**src/rtl/msg_key_assembler_if.sv**
```systemverilog
// Pin-side bus of the message/key assembler.
// master: drives the byte pins and control and observes the buffers (pin driver or bench).
// slave : the assembler itself.
// Inputs : iData, iStrobe, iSel, iClear, iEncrypt_done
// Outputs: oMessage, oKey, oMessage_counter, oKey_assemble_counter,
//          oCan_encrypt, oOverflow, oBusy
interface msg_key_assembler_if #(
  parameter int unsigned MSG_SIZE = 512,
  parameter int unsigned CNT_W    = $clog2(MSG_SIZE) + 1
);
  logic [7:0]          iData;
  logic                iStrobe;
  logic                iSel;
  logic                iClear;
  logic                iEncrypt_done;
  logic [MSG_SIZE-1:0] oMessage;
  logic [MSG_SIZE-1:0] oKey;
  logic [CNT_W-1:0]    oMessage_counter;
  logic [CNT_W-1:0]    oKey_assemble_counter;
  logic                oCan_encrypt;
  logic                oOverflow;
  logic                oBusy;

  modport master (
    output iData, iStrobe, iSel, iClear, iEncrypt_done,
    input  oMessage, oKey, oMessage_counter, oKey_assemble_counter,
           oCan_encrypt, oOverflow, oBusy
  );

  modport slave (
    input  iData, iStrobe, iSel, iClear, iEncrypt_done,
    output oMessage, oKey, oMessage_counter, oKey_assemble_counter,
           oCan_encrypt, oOverflow, oBusy
  );
endinterface

```
**src/rtl/msg_key_assembler.sv**
```systemverilog
// Upstream stage of the XOR cipher datapath. Shifts message and key bytes from
// the 8-bit pin bus into two MSG_SIZE-bit buffers. The byte strobe is an async
// pin; it is synchronised and edge-detected so each pulse loads exactly one byte.
// Ports: iClk, iRst (async, active-low), bus (slave modport of msg_key_assembler_if).
module msg_key_assembler #(
  parameter int unsigned MSG_SIZE = 512,
  parameter int unsigned CNT_W    = $clog2(MSG_SIZE) + 1
) (
  input logic                 iClk,
  input logic                 iRst,
  msg_key_assembler_if.slave  bus
);

  localparam logic [0:0] LOAD  = 1'b0;
  localparam logic [0:0] READY = 1'b1;

  localparam logic [CNT_W-1:0] FULL = CNT_W'(MSG_SIZE);
  localparam logic [CNT_W-1:0] STEP = CNT_W'(8);

  logic [0:0]          state;
  logic [0:0]          stateNext;
  logic                s1, s2, s3, wr;
  logic [MSG_SIZE-1:0] msgNext, keyNext;
  logic [CNT_W-1:0]    msgCntNext, keyCntNext;
  logic                ovfNext;
  logic [MSG_SIZE+7:0] msgShift, keyShift;

  // The encrypt stage owns completion; the flag is observed here only.
  logic unusedEncryptDone;
  assign unusedEncryptDone = bus.iEncrypt_done;

  // Strobe synchroniser and rising-edge pulse; these flops ignore iClear on purpose.
  always_ff @(posedge iClk or negedge iRst) begin
    if (!iRst) begin
      s1 <= 1'b0;
      s2 <= 1'b0;
      s3 <= 1'b0;
      wr <= 1'b0;
    end else begin
      s1 <= bus.iStrobe;
      s2 <= s1;
      s3 <= s2;
      wr <= s2 & ~s3;
    end
  end

  // Shift-in views; the concatenation keeps MSG_SIZE == 8 legal.
  assign msgShift = {bus.oMessage, bus.iData};
  assign keyShift = {bus.oKey, bus.iData};

  // Next buffer/counter/overflow values; clear wins over a coincident write.
  always_comb begin
    msgNext    = bus.oMessage;
    keyNext    = bus.oKey;
    msgCntNext = bus.oMessage_counter;
    keyCntNext = bus.oKey_assemble_counter;
    ovfNext    = bus.oOverflow;
    if (bus.iClear) begin
      msgNext    = '0;
      keyNext    = '0;
      msgCntNext = '0;
      keyCntNext = '0;
      ovfNext    = 1'b0;
    end else if (wr) begin
      if (!bus.iSel) begin
        if (bus.oMessage_counter < FULL) begin
          msgNext    = msgShift[MSG_SIZE-1:0];
          msgCntNext = bus.oMessage_counter + STEP;
        end else begin
          ovfNext = 1'b1;
        end
      end else begin
        if (bus.oKey_assemble_counter < FULL) begin
          keyNext    = keyShift[MSG_SIZE-1:0];
          keyCntNext = bus.oKey_assemble_counter + STEP;
        end else begin
          ovfNext = 1'b1;
        end
      end
    end
  end

  // FSM next state; READY is entered on the edge that makes both counters full.
  always_comb begin
    stateNext = state;
    case (state)
      LOAD:    if (!bus.iClear && msgCntNext == FULL && keyCntNext == FULL) stateNext = READY;
      READY:   if (bus.iClear) stateNext = LOAD;
      default: stateNext = LOAD;
    endcase
  end

  // FSM state register.
  always_ff @(posedge iClk or negedge iRst) begin
    if (!iRst) state <= LOAD;
    else       state <= stateNext;
  end

  // Registered outputs; qualifiers follow the registered state one cycle later.
  always_ff @(posedge iClk or negedge iRst) begin
    if (!iRst) begin
      bus.oMessage              <= '0;
      bus.oKey                  <= '0;
      bus.oMessage_counter      <= '0;
      bus.oKey_assemble_counter <= '0;
      bus.oOverflow             <= 1'b0;
      bus.oCan_encrypt          <= 1'b0;
      bus.oBusy                 <= 1'b0;
    end else begin
      bus.oMessage              <= msgNext;
      bus.oKey                  <= keyNext;
      bus.oMessage_counter      <= msgCntNext;
      bus.oKey_assemble_counter <= keyCntNext;
      bus.oOverflow             <= ovfNext;
      bus.oCan_encrypt          <= !bus.iClear && (state == READY);
      bus.oBusy                 <= !bus.iClear && (state == LOAD) &&
                                   (bus.oMessage_counter != '0 || bus.oKey_assemble_counter != '0);
    end
  end

endmodule

```
**src/flat_wrapper.sv**
```systemverilog
// flat-port wrapper written by rule: the top's interface ports become plain ports
module msg_key_assembler_flat 
#(
  parameter int unsigned MSG_SIZE = 512,
  parameter int unsigned CNT_W    = $clog2(MSG_SIZE) + 1
)
  (iClk, iRst, bus_iData, bus_iStrobe, bus_iSel, bus_iClear, bus_iEncrypt_done, bus_oMessage, bus_oKey, bus_oMessage_counter, bus_oKey_assemble_counter, bus_oCan_encrypt, bus_oOverflow, bus_oBusy);
  msg_key_assembler_if #(.MSG_SIZE(MSG_SIZE), .CNT_W(CNT_W)) bus_i ();
  input logic iClk;
  input logic iRst;
  input wire logic [$bits(bus_i.iData)-1:0] bus_iData;
  input wire logic [$bits(bus_i.iStrobe)-1:0] bus_iStrobe;
  input wire logic [$bits(bus_i.iSel)-1:0] bus_iSel;
  input wire logic [$bits(bus_i.iClear)-1:0] bus_iClear;
  input wire logic [$bits(bus_i.iEncrypt_done)-1:0] bus_iEncrypt_done;
  output wire logic [$bits(bus_i.oMessage)-1:0] bus_oMessage;
  output wire logic [$bits(bus_i.oKey)-1:0] bus_oKey;
  output wire logic [$bits(bus_i.oMessage_counter)-1:0] bus_oMessage_counter;
  output wire logic [$bits(bus_i.oKey_assemble_counter)-1:0] bus_oKey_assemble_counter;
  output wire logic [$bits(bus_i.oCan_encrypt)-1:0] bus_oCan_encrypt;
  output wire logic [$bits(bus_i.oOverflow)-1:0] bus_oOverflow;
  output wire logic [$bits(bus_i.oBusy)-1:0] bus_oBusy;
  assign bus_i.iData = bus_iData;
  assign bus_i.iStrobe = bus_iStrobe;
  assign bus_i.iSel = bus_iSel;
  assign bus_i.iClear = bus_iClear;
  assign bus_i.iEncrypt_done = bus_iEncrypt_done;
  assign bus_oMessage = bus_i.oMessage;
  assign bus_oKey = bus_i.oKey;
  assign bus_oMessage_counter = bus_i.oMessage_counter;
  assign bus_oKey_assemble_counter = bus_i.oKey_assemble_counter;
  assign bus_oCan_encrypt = bus_i.oCan_encrypt;
  assign bus_oOverflow = bus_i.oOverflow;
  assign bus_oBusy = bus_i.oBusy;
  msg_key_assembler #(.MSG_SIZE(MSG_SIZE), .CNT_W(CNT_W)) u_core (.iClk(iClk), .iRst(iRst), .bus(bus_i));
endmodule
```
**config.mk**
```make
export PLATFORM = sky130hd
export DESIGN_NAME = msg_key_assembler_flat
export DESIGN_NICKNAME = d
export VERILOG_FILES = /design/src/rtl/msg_key_assembler_if.sv /design/src/rtl/msg_key_assembler.sv /design/src/flat_wrapper.sv
export SDC_FILE = /design/constraint.sdc
export NUM_CORES = 1
export LEC_CHECK = 0
export ABC_CLOCK_PERIOD_IN_PS = 1900
export CAP_MARGIN = 10
export CORE_AREA = 2 2 410 412
export CTS_BUF_LIST = sky130_fd_sc_hd__clkbuf_4
export CTS_CLUSTER_DIAMETER = 120
export DETAILED_ROUTE_END_ITERATION = 10
export DIE_AREA = 0 0 412 414
export GPL_TIMING_DRIVEN = 1
export PLACE_DENSITY = 0.55
export SYNTH_ARGS = -nofsm -noshare
export SYNTH_HDL_FRONTEND = slang
export SYNTH_SLANG_ARGS = --single-unit
```
**constraint.sdc**
```tcl
create_clock -name iClk -period 1.9 [get_ports iClk]
set_input_delay 0.38 -clock iClk [delete_from_list [all_inputs] [get_ports iClk]]
set_output_delay 0.38 -clock iClk [all_outputs]
set_load 0.02 [all_outputs]
```
# Word level (Yosys, flattened, before mapping)
# Cells that the tools add are included.
[totals]
output_inout_bits = 1047
wordCells = 64
in_bits = 14
regBits = 1052
[classes]
muxes = 24
n_eq_ne = 5
magnitude_cmp = 2
n_reduce_logical = 16
addsub = 2
bitwise_logic = 3
[ops]
columns = ["op", "n"]
rows = [
  ["$mux W512", 8],
  ["$mux W10", 8],
  ["$add A10 B4 Y10 const B", 2],
  ["$eq A10 B10 Y1 const B", 2],
  ["$lt A10 B10 Y1 const B", 2],
  ["$reduce_bool A10 Y1", 2],
  ["$reduce_and A3 Y1", 3],
  ["$reduce_bool A2 Y1", 4],
  ["$mux W1", 7],
  ["$ne A3 B3 Y1 const B", 2],
  ["$logic_and A1 B1 Y1", 5],
  ["$ne A2 B1 Y1 const B", 1],
  ["$not A1 Y1", 2],
  ["$pmux W1 S2", 1],
  ["$and A1 B1 Y1", 1],
  ["$logic_not A1 Y1", 1],
  ["$logic_or A1 B1 Y1", 1],
]

# Logic depth before layout (Yosys ltp)
[logic_depth]
ltp_word = 10
mapped_depth = 7
depth_no_buf = 6

# Least setup slack after synthesis
# OpenSTA, ideal clock, no wires.
[synth_path]
path_kind = "reg-to-reg"
from = "reg u_core.bus.oKey_assemble_counter[3]"
to = "reg u_core.state"
setup_time_ns = 0.066
path_buffers = 0
required_ns = 1.834
setup_slack_ns = 0.061
period_less_slack_ns = 1.839
stages_incl_launch_ff = 7
arrival_ns = 1.772
path_cell_list = "dfrtp_1 ha_1 and4_1 a21oi_1 or4_1 nor4_1 a41o_1"
[synth_between]
elab_chain_cells = 9
elab_cells_between_ends = 10
cone_classes = "add/sub (1); order compare (1); eq/ne (1); mux (6); reduce/logical (1)"
[synth_lines]
columns = ["item", "line_no", "source"]
rows = [
  ["start, declared", "msg_key_assembler_if.sv:32", "output oMessage, oKey, oMessage_counter, oKey_assemble_counter,"],
  ["start signal, assigned", "msg_key_assembler.sv:113", "bus.oKey_assemble_counter <= keyCntNext;"],
  ["$add A10 B4 Y10 / $lt A10 B10 Y1 (equally long branches)", "msg_key_assembler.sv:75, msg_key_assembler.sv:73", ""],
  ["$mux W10", "msg_key_assembler.sv:73", "if (bus.oKey_assemble_counter < FULL) begin"],
  ["$mux W10", "msg_key_assembler.sv:65", "if (!bus.iSel) begin"],
  ["$mux W10 *", "msg_key_assembler.sv:64", "end else if (wr) begin"],
  ["$mux W10 *", "msg_key_assembler.sv:58", "if (bus.iClear) begin"],
  ["$eq A10 B10 Y1 *", "msg_key_assembler.sv:87", "LOAD: if (!bus.iClear && msgCntNext == FULL && keyCntNext == FULL) stateNext = READY;"],
  ["$logic_and A1 B1 Y1 *", "msg_key_assembler.sv:87", ""],
  ["$mux W1 *", "msg_key_assembler.sv:87", ""],
  ["$pmux W1 S2 *", "msg_key_assembler.sv:86", "case (state)"],
  ["net u_core.stateNext", "msg_key_assembler.sv:21", "logic [0:0] stateNext;"],
  ["end signal, assigned", "msg_key_assembler.sv:96", "else state <= stateNext;"],
  ["end, declared", "msg_key_assembler.sv:20", "logic [0:0] state;"],
]
# The timed path passes the listed nets; every way through them passes the cells marked *.
# A chain may end at the register's enable or synchronous reset.

# Final worst setup path
[layout_path]
from = "reg u_core.bus.oMessage_counter[9]"
to = "out bus_oMessage_counter[9]"
[layout_rtl]
columns = ["item", "line_no", "source"]
rows = [
  ["start, declared", "msg_key_assembler_if.sv:32", ""],
  ["start signal, assigned", "msg_key_assembler.sv:112", "bus.oMessage_counter <= msgCntNext;"],
  ["end, declared", "flat_wrapper.sv:18", "output wire logic [$bits(bus_i.oMessage_counter)-1:0] bus_oMessage_counter;"],
]
# No word-level cell between the ends.

==> impl_metrics.yaml <==
status:
  status: "complete, but fails checks"
  violations: "setup timing"
synth:
  synthAdderAreaFrac: 0.000608
  synth_top_cell_area_share: 0.639
  yosys.area_share.simple: 0.195
  synth_compound_area_frac: 0.127
  synthXorXnorAreaFrac: 0.00170
  seq_area_frac_synth: 0.639
  synth_top_family_by_area: "simple AND/OR/NAND/NOR gates"
  synthesis.area_um2: 41200
  muxShareOfSynthArea: 0.000274
  avgSynthCellArea_um2: 9.03
  synth.area.top_cells: "dfrtp_1 64%, nand2_1 19%, a21oi_1 13%, clkbuf_1 1.8%, buf_2 1.7%"
  yosys_warnings: 0
  synth_seq_cells: 1052
  syn_inst: 4558
  synth_cell_types: 35
  synth_nets: 4574
  yosysTopAreaCell: "dfrtp_1"
global_routing:
  grt_overflow_total: 0
  grt_pass1_vias: 39600
  grt_pass1_wl_mm: 254
  grt_max_degree: 88
  antenna_found_initial: 8
  track_usage: 0.196
power_and_ir_drop:
  power.leakage_nw: 31.4
  vdd.ir_drop.worst_mv: 0.559
  power.density_nw_per_um2: 679
finish:
  fillers: 16700
  area_growth_pct: 62.8
  final_cell_area_um2: 67000
  final_nets: 6679
  final_layout_size_suffix_gt1_frac: 0.385
  finish.utilization: 0.403
  finalNonFillerCells: 9051
detailed_routing:
  first_pass_iters: 7
  drt_iter0_markers: 3010
  route.detailed.drc: 0
  drt-vias-per-instance: 4.52
  routed_wl_mm: 176
  num_vias: 40900
  ant_nets: 0
  wl_per_cell_um: 19.4
worst_setup_path:
  worstPathArrival_ns: 1.96
  start_kind: "register"
  end_kind: "output pin"
  critPathMaxFanout: 2
  required_ns: 1.52
  path_class: "register to output pin"
  rr_startpoint: "u_core.bus.oMessage_counter[9]"
  worstSetupStartpoint: "u_core.bus.oMessage_counter[9]"
timing:
  hold_viol_final: 0
  min_period_over_period: 1.23
  period_needed_ns: 2.34
  fmax_mhz: 427
  worst_slack_ns: -0.441
  rsz0062_at_grt: "true"
  setup_violations: 1412
  holdWs_ns: 0.252
  drv_slew: 0
  clock_skew_ns: 0.0974
  worst_slew_pin_slew_ns: 0.853
  slew_headroom: 0.431
  tns_ns: -313.70
die:
  core_um2: 166000
  io_pins: 1061
  die_h_um: 414
  chipWidth_um: 412
  row_count: 150
  die_area_um2: 171000
  initial_core_util: 0.248
run:
  maxCapViolCount: 0
cts:
  cts_buffer_depth: 4
  cts_tree: "built"
  cts.sinks: 1052
  insertion_delay_ns: 1.28
  cts_max_level: 5
  clk_pin_slew_ns: 0.06
  root_buffer: "clkbuf_4"
  cts_buffers: 318
placed_design:
  hpwl_mm: 119
  place.gp.congestion: 0.850
  io_buffers: 1059
  dpl-instance-area_um2: 56000
  dp.cells: 7740
hold_path:
  hold_start: "bus_iClear"
  hp-class: "input pin to register"
## placed cells by master, fill, tap and decap left out, drive strengths merged, types with 2 or more instances in the layout
master,n
a21oi,1029
a31oi,3
a41o,2
and2,3
and3,4
buf,2104
bufinv,3
clkbuf,438
clkdlybuf4s50,10
clkinv,46
dfrtp,1052
diode,9
dlygate4sd3,16
ha,2
inv,11
nand2,2058
nand4,3
nor2,12
nor2b,9
nor3,2
nor4,5
or2,2
xnor2,4
xor2,4
## cells by family (layout without fill, tap and decap cells)
family,Yosys count,after routing
muxes,1,1
other,0,9
and+or+nand+nor,2105,2105
AOI/OAI and AO/OA,1041,1041
xor gates and xnor gates,8,8
adders and majority gates,2,2
DFF,1052,1052
buffers and inverters,349,2629
## layer usage
| layer | track usage | wire length, um | up-vias |
|---|---|---|---|
| met5 | 0 | 12 | - |
| met4 | 0.0777 | 6170 | 2 |
| met3 | 0.0696 | 14800 | 299 |
| met2 | 0.329 | 87300 | 1452 |
| met1 | 0.226 | 67300 | 20000 |
| li1 | - | - | 19100 |
## power by group
part	internal (mW)	total, mW	switching [mW]
sequential	22.4	22.4	0.0198
clock	10.9	21.0	10.1
combinational	0.543	2.12	1.58
total	33.9	45.5	11.7
## cells in the mapped netlist, drive strengths merged
cell / count
a41o: 2
ha: 2
mux2: 1
nand3b: 1
o31ai: 1
nand4: 3
a211oi: 1
or4: 1
and2: 3
nor2b: 9
nor3: 2
xor2: 4
and3: 4
a21oi: 1029
dfrtp: 1052
nor3b: 1
a31oi: 3
a221oi: 1
nor2: 12
nand4b: 1
nand2: 2058
nor4: 5
or2: 2
nand2b: 1
buf: 145
and4: 1
a311oi: 1
inv: 4
o211ai: 1
a2bb2oi: 1
xnor2: 4
and3b: 1
o41ai: 1
clkbuf: 200
## sequential cells by signal, indices dropped and copies added (netlist names)
register                          flops
u_core.bus.oBusy                      1
u_core.s2                             1
u_core.bus.oKey_assemble_counter     10
u_core.bus.oCan_encrypt               1
u_core.bus.oKey                     512
u_core.state                          1
u_core.bus.oMessage_counter          10
u_core.wr                             1
u_core.bus.oOverflow                  1
u_core.bus.oMessage                 512
u_core.s1                             1
u_core.s3                             1
## worst max-delay path: stages, from the launching register on
cell and delay (ns):
dfrtp_2 0.41, buf_6 0.13, buf_6 0.13
## area by class of cell
type,count,area (um^2),share of cell area
Antenna cell,9,22.5,0.000336
Clock buffer,438,3290,0.0491
Sequential cell,1052,26400,0.394
Multi-Input combinational cell,3157,13400,0.199
Timing Repair Buffer,2130,20900,0.311
Inverter,4,15.0,0.000224
Tap cell,2204,2760,0.0411
Clock inverter,57,307,0.00457
## worst paths after layout
kind,to,slack (ns),cells past startpoint
max in group asynchronous,u_core.bus.oKey[56],0.68,6
min in group asynchronous,u_core.bus.oKey[259],0.36,4
worst min-delay path,u_core.bus.oMessage_counter[7],0.25,4
worst max-delay path,bus_oMessage_counter[9],-0.44,2
worst max register to register,u_core.bus.oMessage[123],-0.15,8
worst min register to register,u_core.s3,0.38,0
## metrics by stage
| stage | power, mW | setup WS [ns] |
|---|---|---|
| 4_1_cts | 46.2 | -0.687 |
| 2_1_floorplan | 23.7 | 0.0611 |
| 3_5_place_dp | 24.9 | -0.408 |
| 5_1_grt | 47.7 | -0.623 |
| 6_report | 45.5 | -0.441 |
| 3_3_place_gp | 24.9 | -0.373 |
## timing repair
| item | in CTS | in global routing |
|---|---|---|
| gates resized for setup | 4347 | 2395 |
| hold buffers | 17 | 0 |
| setup buffers | 416 | 375 |
| cloned | 0 | 0 |
| endpoints found under the setup margin | 1047 | 1334 |
| pin swaps | 0 | 0 |
| hold endpoints to repair | 2101 | 0 |
Note: power is estimated with default switching activity, not from simulation.
